===== src/rtl/grid_walk_retrace_if.sv =====
// Command/status bundle between the grid walker and its driver.
// The master drives moves and retrace requests; the slave reports position and retrace output.
interface grid_walk_retrace_if #(
    parameter int POS_W  = 5,
    parameter int STEP_W = 2,
    parameter int DEPTH  = 16
);
    localparam int CW = $clog2(DEPTH) + 1;

    logic              move_valid;
    logic              move_ready;
    logic              move_dir;
    logic              move_op;
    logic [STEP_W-1:0] move_step;
    logic              retrace_start;
    logic [POS_W-1:0]  x_pos;
    logic [POS_W-1:0]  y_pos;
    logic              retrace_valid;
    logic              retrace_dir;
    logic              retrace_op;
    logic [STEP_W-1:0] retrace_step;
    logic              busy;
    logic              done;
    logic              overflow_flag;
    logic [CW-1:0]     log_count;
    logic              log_full;

    modport master (
        output move_valid, move_dir, move_op, move_step, retrace_start,
        input  move_ready, x_pos, y_pos, retrace_valid, retrace_dir, retrace_op,
               retrace_step, busy, done, overflow_flag, log_count, log_full
    );

    modport slave (
        input  move_valid, move_dir, move_op, move_step, retrace_start,
        output move_ready, x_pos, y_pos, retrace_valid, retrace_dir, retrace_op,
               retrace_step, busy, done, overflow_flag, log_count, log_full
    );
endinterface


===== src/rtl/grid_walk_retrace.sv =====
// Grid walker: applies X/Y moves, logs them in a LIFO, and on request replays
// the log in reverse with inverted ops to return to the last empty-log position.
module grid_walk_retrace #(
    parameter int POS_W  = 5,
    parameter int STEP_W = 2,
    parameter int DEPTH  = 16
) (
    input logic               clk,
    input logic               rst_n,
    grid_walk_retrace_if.slave bus
);
    localparam int CW = $clog2(DEPTH) + 1;
    localparam int AW = $clog2(DEPTH);
    localparam int EW = STEP_W + 2;

    typedef enum logic [1:0] {IDLE, RETRACE, DONE} state_t;

    state_t            state_q, state_d;
    logic [POS_W-1:0]  x_q, x_d, y_q, y_d;
    logic [CW-1:0]     cnt_q, cnt_d;
    logic              ovf_q, ovf_d;
    logic              rv_q, rv_d, rdir_q, rdir_d, rop_q, rop_d;
    logic [STEP_W-1:0] rstep_q, rstep_d;
    logic              done_q, done_d;
    logic [EW-1:0]     log_mem_q [DEPTH];

    logic              full, ready, push, pop;
    logic [EW-1:0]     top;
    logic              upd_en, upd_dir, upd_op;
    logic [STEP_W-1:0] upd_step;
    logic [POS_W-1:0]  upd_a, upd_b, upd_res;
    logic [POS_W-2:0]  sum_lo;
    logic              c_msb, c_out, sum_msb, upd_ovf;

    assign full  = (cnt_q == CW'(DEPTH));
    assign ready = (state_q == IDLE) && !full && !bus.retrace_start;
    assign push  = ready && bus.move_valid;
    assign top   = log_mem_q[cnt_q[AW-1:0] - AW'(1)];

    // Subtraction as a + ~b + 1 so overflow is the carry into vs out of the MSB.
    always_comb begin
        upd_a            = upd_dir ? y_q : x_q;
        upd_b            = upd_op ? ~POS_W'(upd_step) : POS_W'(upd_step);
        {c_msb, sum_lo}  = {1'b0, upd_a[POS_W-2:0]} + {1'b0, upd_b[POS_W-2:0]} + POS_W'(upd_op);
        {c_out, sum_msb} = 2'(upd_a[POS_W-1]) + 2'(upd_b[POS_W-1]) + 2'(c_msb);
        upd_res          = {sum_msb, sum_lo};
        upd_ovf          = c_msb ^ c_out;
    end

    always_comb begin
        state_d  = state_q;
        x_d      = x_q;
        y_d      = y_q;
        ovf_d    = ovf_q;
        rv_d     = 1'b0;
        rdir_d   = rdir_q;
        rop_d    = rop_q;
        rstep_d  = rstep_q;
        done_d   = (state_q == DONE);
        pop      = 1'b0;
        upd_en   = 1'b0;
        upd_dir  = bus.move_dir;
        upd_op   = bus.move_op;
        upd_step = bus.move_step;
        case (state_q)
            IDLE: begin
                if (bus.retrace_start) state_d = (cnt_q != '0) ? RETRACE : DONE;
                else if (push)         upd_en  = 1'b1;
            end
            RETRACE: begin
                pop      = 1'b1;
                upd_en   = 1'b1;
                upd_dir  = top[EW-1];
                upd_op   = ~top[EW-2];
                upd_step = top[STEP_W-1:0];
                rv_d     = 1'b1;
                rdir_d   = top[EW-1];
                rop_d    = ~top[EW-2];
                rstep_d  = top[STEP_W-1:0];
                if (cnt_q == CW'(1)) state_d = DONE;
            end
            DONE:    state_d = IDLE;
            default: state_d = IDLE;
        endcase
        if (upd_en) begin
            if (upd_dir) y_d = upd_res;
            else         x_d = upd_res;
            ovf_d = ovf_q | upd_ovf;
        end
        cnt_d = cnt_q + CW'(push) - CW'(pop);
    end

    always_ff @(posedge clk or negedge rst_n) begin
        if (!rst_n) begin
            state_q <= IDLE;
            x_q     <= '0;
            y_q     <= '0;
            cnt_q   <= '0;
            ovf_q   <= 1'b0;
            rv_q    <= 1'b0;
            rdir_q  <= 1'b0;
            rop_q   <= 1'b0;
            rstep_q <= '0;
            done_q  <= 1'b0;
        end else begin
            state_q <= state_d;
            x_q     <= x_d;
            y_q     <= y_d;
            cnt_q   <= cnt_d;
            ovf_q   <= ovf_d;
            rv_q    <= rv_d;
            rdir_q  <= rdir_d;
            rop_q   <= rop_d;
            rstep_q <= rstep_d;
            done_q  <= done_d;
        end
    end

    // Log storage needs no reset: entries above log_count are never read.
    always_ff @(posedge clk) begin
        if (push) log_mem_q[cnt_q[AW-1:0]] <= {bus.move_dir, bus.move_op, bus.move_step};
    end

    assign bus.move_ready    = ready;
    assign bus.x_pos         = x_q;
    assign bus.y_pos         = y_q;
    assign bus.retrace_valid = rv_q;
    assign bus.retrace_dir   = rdir_q;
    assign bus.retrace_op    = rop_q;
    assign bus.retrace_step  = rstep_q;
    assign bus.busy          = (state_q != IDLE);
    assign bus.done          = done_q;
    assign bus.overflow_flag = ovf_q;
    assign bus.log_count     = cnt_q;
    assign bus.log_full      = full;
endmodule


===== src/flat_wrapper.sv =====
// flat-port wrapper written by rule: the top's interface ports become plain ports
module grid_walk_retrace_flat 
#(
    parameter int POS_W  = 5,
    parameter int STEP_W = 2,
    parameter int DEPTH  = 16
)
  (clk, rst_n, bus_move_valid, bus_move_dir, bus_move_op, bus_move_step, bus_retrace_start, bus_move_ready, bus_x_pos, bus_y_pos, bus_retrace_valid, bus_retrace_dir, bus_retrace_op, bus_retrace_step, bus_busy, bus_done, bus_overflow_flag, bus_log_count, bus_log_full);
  grid_walk_retrace_if #(.POS_W(POS_W), .STEP_W(STEP_W), .DEPTH(DEPTH)) bus_i ();
  input logic clk;
  input logic rst_n;
  input wire logic [$bits(bus_i.move_valid)-1:0] bus_move_valid;
  input wire logic [$bits(bus_i.move_dir)-1:0] bus_move_dir;
  input wire logic [$bits(bus_i.move_op)-1:0] bus_move_op;
  input wire logic [$bits(bus_i.move_step)-1:0] bus_move_step;
  input wire logic [$bits(bus_i.retrace_start)-1:0] bus_retrace_start;
  output wire logic [$bits(bus_i.move_ready)-1:0] bus_move_ready;
  output wire logic [$bits(bus_i.x_pos)-1:0] bus_x_pos;
  output wire logic [$bits(bus_i.y_pos)-1:0] bus_y_pos;
  output wire logic [$bits(bus_i.retrace_valid)-1:0] bus_retrace_valid;
  output wire logic [$bits(bus_i.retrace_dir)-1:0] bus_retrace_dir;
  output wire logic [$bits(bus_i.retrace_op)-1:0] bus_retrace_op;
  output wire logic [$bits(bus_i.retrace_step)-1:0] bus_retrace_step;
  output wire logic [$bits(bus_i.busy)-1:0] bus_busy;
  output wire logic [$bits(bus_i.done)-1:0] bus_done;
  output wire logic [$bits(bus_i.overflow_flag)-1:0] bus_overflow_flag;
  output wire logic [$bits(bus_i.log_count)-1:0] bus_log_count;
  output wire logic [$bits(bus_i.log_full)-1:0] bus_log_full;
  assign bus_i.move_valid = bus_move_valid;
  assign bus_i.move_dir = bus_move_dir;
  assign bus_i.move_op = bus_move_op;
  assign bus_i.move_step = bus_move_step;
  assign bus_i.retrace_start = bus_retrace_start;
  assign bus_move_ready = bus_i.move_ready;
  assign bus_x_pos = bus_i.x_pos;
  assign bus_y_pos = bus_i.y_pos;
  assign bus_retrace_valid = bus_i.retrace_valid;
  assign bus_retrace_dir = bus_i.retrace_dir;
  assign bus_retrace_op = bus_i.retrace_op;
  assign bus_retrace_step = bus_i.retrace_step;
  assign bus_busy = bus_i.busy;
  assign bus_done = bus_i.done;
  assign bus_overflow_flag = bus_i.overflow_flag;
  assign bus_log_count = bus_i.log_count;
  assign bus_log_full = bus_i.log_full;
  grid_walk_retrace #(.POS_W(POS_W), .STEP_W(STEP_W), .DEPTH(DEPTH)) u_core (.clk(clk), .rst_n(rst_n), .bus(bus_i));
endmodule

===== config.mk =====
export PLATFORM = sky130hd
export DESIGN_NAME = grid_walk_retrace_flat
export DESIGN_NICKNAME = d
export VERILOG_FILES = /design/src/rtl/grid_walk_retrace_if.sv /design/src/rtl/grid_walk_retrace.sv /design/src/flat_wrapper.sv
export SDC_FILE = /design/constraint.sdc
export NUM_CORES = 1
export LEC_CHECK = 0
export CAP_MARGIN = 0
export CORE_ASPECT_RATIO = 0.6
export CORE_MARGIN = 1
export CORE_UTILIZATION = 35
export CTS_BUF_LIST = sky130_fd_sc_hd__clkbuf_8
export CTS_CLUSTER_SIZE = 30
export DETAILED_ROUTE_END_ITERATION = 6
export SYNTH_ARGS = -nofsm -noshare
export SYNTH_HDL_FRONTEND = slang
export SYNTH_SLANG_ARGS = --single-unit

===== constraint.sdc =====
create_clock -name clk -period 5.8 [get_ports clk]
set_input_delay 1.16 -clock clk [delete_from_list [all_inputs] [get_ports clk]]
set_output_delay 1.16 -clock clk [all_outputs]
set_load 0.05 [all_outputs]

==> key figures <==
Outcome
  • Outcome: finished clean

Logic synthesis
  • Synth top area cells: edfxtp_1 (46%), dfrtp_1 (14%), mux4_2 (8.6%)
  • Share of the synthesized area in the top cell type: 45.9%
  • Number of flops mapped to enable cells by yosys: 64
  • Sequential area share after synthesis: 60.3%
  • Mean Syn Cell Area: 15.7 um2
  • Mapped Cells: 267
  • Asr flop ratio synth: 27.3%
  • Main flop type after synthesis: edfxtp_1
  • Synth cell types: 50
  • YS warnings: 0
  • Post-synth top area cell: edfxtp_1
  • Post-Syn Area: 4180 um2
  • Syn_nets: 295
  • Flops & latches, synth: 88

CTS
  • CTS tree: done
  • Clk sinks: 88
  • Worst-path clk slew: 100 ps
  • Cts repair resizes: 0
  • Hold-fix buffers, CTS: 0
  • Postcts setup bufs: 0
  • Root buffer cell: clkbuf_8
  • CTS buffer count: 9
  • CTS Buffer Depth: 2
  • Htree depth: 3
  • Worst-Skew Late Latency: 370 ps

Timing
  • TNS Setup: 0 ps
  • Final Slew Violations: 0
  • Worst slew margin: 25.1%
  • Worst-Margin Slew: 1120 ps
  • RSZ-0062 raised after global routing: no
  • Final critical-path share of the clock period: 80.6%
  • Final hold slack: 499 ps
  • Final setup margin: 1130 ps
  • Highest Clock Rate: 0.214 GHz
  • Layout Skew: 13.6 ps
  • Hold Violations, Final: 0
  • Min cycle time layout: 4670 ps
  • Final setup viols: 0

Setup path
  • CP startpoint: u_core.bus.log_count[1]$_DFF_PN0_
  • Cells along the critical path: inv_1 > ha_1 > mux4_2 > mux2i_1 > or3_1 > and3_1 > mux2_2 > ha_1 > a21oi_1 > o21bai_1 > ha_1 > xor2_1 > mux2_2
  • Crit path DAT: 4930 ps
  • Crit Path Category: register to register
  • CP startpoint kind: register
  • Flop2flop setup slack: 1130 ps
  • CP Buf/Inv Count: 1
  • Largest fanout on the critical path: 16
  • CP Capture Type: register
  • Reg-to-Reg End: u_core.bus.y_pos[4]$_DFFE_PN0P_
  • Stages on the worst setup path: 13
  • Required time of the worst setup path: 6060 ps
  • Top Family by Delay on Critical Path: adder cells
  • Cells on worst reg2reg path: 13
  • Slowest CP cell: ha_1
  • R2r startpoint: u_core.bus.log_count[1]$_DFF_PN0_
  • Most frequent CP cell: ha_1
  • Critical path's largest stage delay: 800 ps

Final layout
  • Area Growth Syn to Fin: 16.5%
  • Filler instances: 1049
  • Antenna cells: 0
  • Final #Nets: 334
  • Layout cells sized above 1: 19.3%
  • Post-layout util: 42.6%

Global route
  • Initial antenna violation count: 0
  • Largest net degree at the start of global routing: 25
  • GR Util met3: 5.47%
  • First-pass GRT wire length: 13.9 mm
  • GRT Overall Usage: 16.0%
  • Global routing's busiest layer: met1
  • Grt met1 use: 26.1%
  • Met2 usage: 19.2%
  • GRT overflow: 0
  • Number of global-route vias before repair: 2291

Drt
  • DRT Wirelength: 9.01 mm
  • Iter 0 DRT Violations: 251
  • Via density: 5.06
  • DR pass1 iterations: 4
  • Antenna viol nets, final: 0
  • Wire per inst: 19.1 um
  • Drc violations: 0
  • Routed vias: 2381

Min path
  • Hold EP: u_core.bus.retrace_step[1]$_DFFE_PN0N_
  • Min-Delay Path Depth: 1
  • Hold path startpoint: u_core.bus.retrace_step[1]$_DFFE_PN0N_
  • Hold Path Class: register to register

Die
  • Die area: 12400 um2
  • Core area: 11400 um2
  • IO Pins: 33
  • Row cnt: 30
  • Die X: 143 um
  • Starting Density: 36.5%
  • Die H: 86.7 um

Flow run
  • Max-cap violations: 0

Place
  • RD Place Congestion: 0.804
  • I/O Buffers: 32
  • DP HPWL: 6.47 mm
  • Pre-CTS setup slack: 1150 ps
[per-layer routing]
layer	up-vias	wire length, um	share of wire [%]
met5	-	0	0
met2	79	3410	38
met4	0	85	0.94
li1	1095	-	-
met3	9	636	7.1
met1	1198	4890	54
[worst max-delay path by stage]
stage,slack (ps),endpoint
detailed placement,1150,u_core.bus.y_pos[4]$_DFFE_PN0P_
finish,1130,u_core.bus.y_pos[4]$_DFFE_PN0P_
global placement,1290,u_core.bus.y_pos[4]$_DFFE_PN0P_
CTS,1120,u_core.bus.y_pos[4]$_DFFE_PN0P_
global route,790,u_core.bus.x_pos[4]$_DFFE_PN0P_
floorplan,1270,u_core.bus.y_pos[4]$_DFFE_PN0P_
[cells in the final DEF, fill, tap and decap left out, types with 2 or more instances in the layout]
cell type / synthesis / routed
a211oi_1: 4 / 4
a21oi_1: 5 / 5
and3_1: 16 / 16
and3_2: 3 / 3
buf_4: 0 / 4
clkbuf_8: 0 / 9
clkdlybuf4s50_1: 0 / 32
clkinv_4: 0 / 2
dfrtp_1: 24 / 24
edfxtp_1: 64 / 64
fa_1: 2 / 2
ha_1: 18 / 18
inv_1: 13 / 13
inv_6: 0 / 2
mux2_2: 13 / 13
mux2i_1: 9 / 9
mux4_2: 16 / 16
nand2_1: 9 / 9
nand2b_1: 2 / 2
nand3_1: 4 / 4
nor2_1: 8 / 8
nor2b_1: 3 / 3
nor4_1: 2 / 2
o21ai_0: 3 / 3
o21bai_1: 3 / 3
or2b_1: 3 / 3
xnor2_1: 6 / 6
xor2_1: 5 / 5
[synthesized netlist by cell type, drive strengths merged (2+ instances only)]
| master | count |
|---|---|
| a211oi | 4 |
| a21oi | 5 |
| a31oi | 2 |
| and3 | 19 |
| buf | 6 |
| clkbuf | 2 |
| dfrtp | 24 |
| edfxtp | 64 |
| fa | 2 |
| ha | 18 |
| inv | 14 |
| mux2 | 13 |
| mux2i | 9 |
| mux4 | 16 |
| nand2 | 9 |
| nand2b | 2 |
| nand3 | 5 |
| nor2 | 8 |
| nor2b | 3 |
| nor4 | 2 |
| o21ai | 3 |
| o21bai | 3 |
| or2b | 3 |
| xnor2 | 6 |
| xor2 | 6 |
[metrics by stage]
stage | area (um2) | instances
5_1_grt | 4870 | 471
3_5_place_dp | 4670 | 455
3_3_place_gp | 4670 | 455
2_1_floorplan | 4180 | 267
6_report | 4870 | 471
4_1_cts | 4870 | 471
[cell type report]
cell class	count	area (um2)	area share, %
inverters	14	52.6	1.08
flip-flops and latches	88	2520	51.8
repair buffers	36	350	7.19
multi-input cells	157	1550	31.7
well taps	160	200	4.11
clock buffers	9	124	2.54
clock inverters	7	77.6	1.59
[state kept, by name, summed over array words and instances (netlist names)]
signal                    flops
u_core.log_mem_q             64
u_core.bus.retrace_valid      1
u_core.bus.y_pos              5
u_core.bus.retrace_op         1
u_core.bus.retrace_dir        1
u_core.bus.retrace_step       2
u_core.bus.done               1
u_core.bus.overflow_flag      1
u_core.bus.log_count          5
u_core.state_q                2
u_core.bus.x_pos              5
[cells by family (layout without fill, tap and decap cells)]
| family | count (synthesis) | after routing | share of synthesized area (%) |
|---|---|---|---|
| buf+inv | 22 | 66 | 2.75 |
| flops | 88 | 88 | 60.3 |
| xor+xnor | 12 | 12 | 2.96 |
| mux | 38 | 38 | 14.3 |
| simple gates | 62 | 62 | 8.94 |
| compound gates | 25 | 25 | 4.43 |
| fa+ha+maj | 20 | 20 | 6.34 |
Power is left out: the tool's default activity adds up to more than one toggle a clock period on the data nets, which glitch-free logic cannot reach.
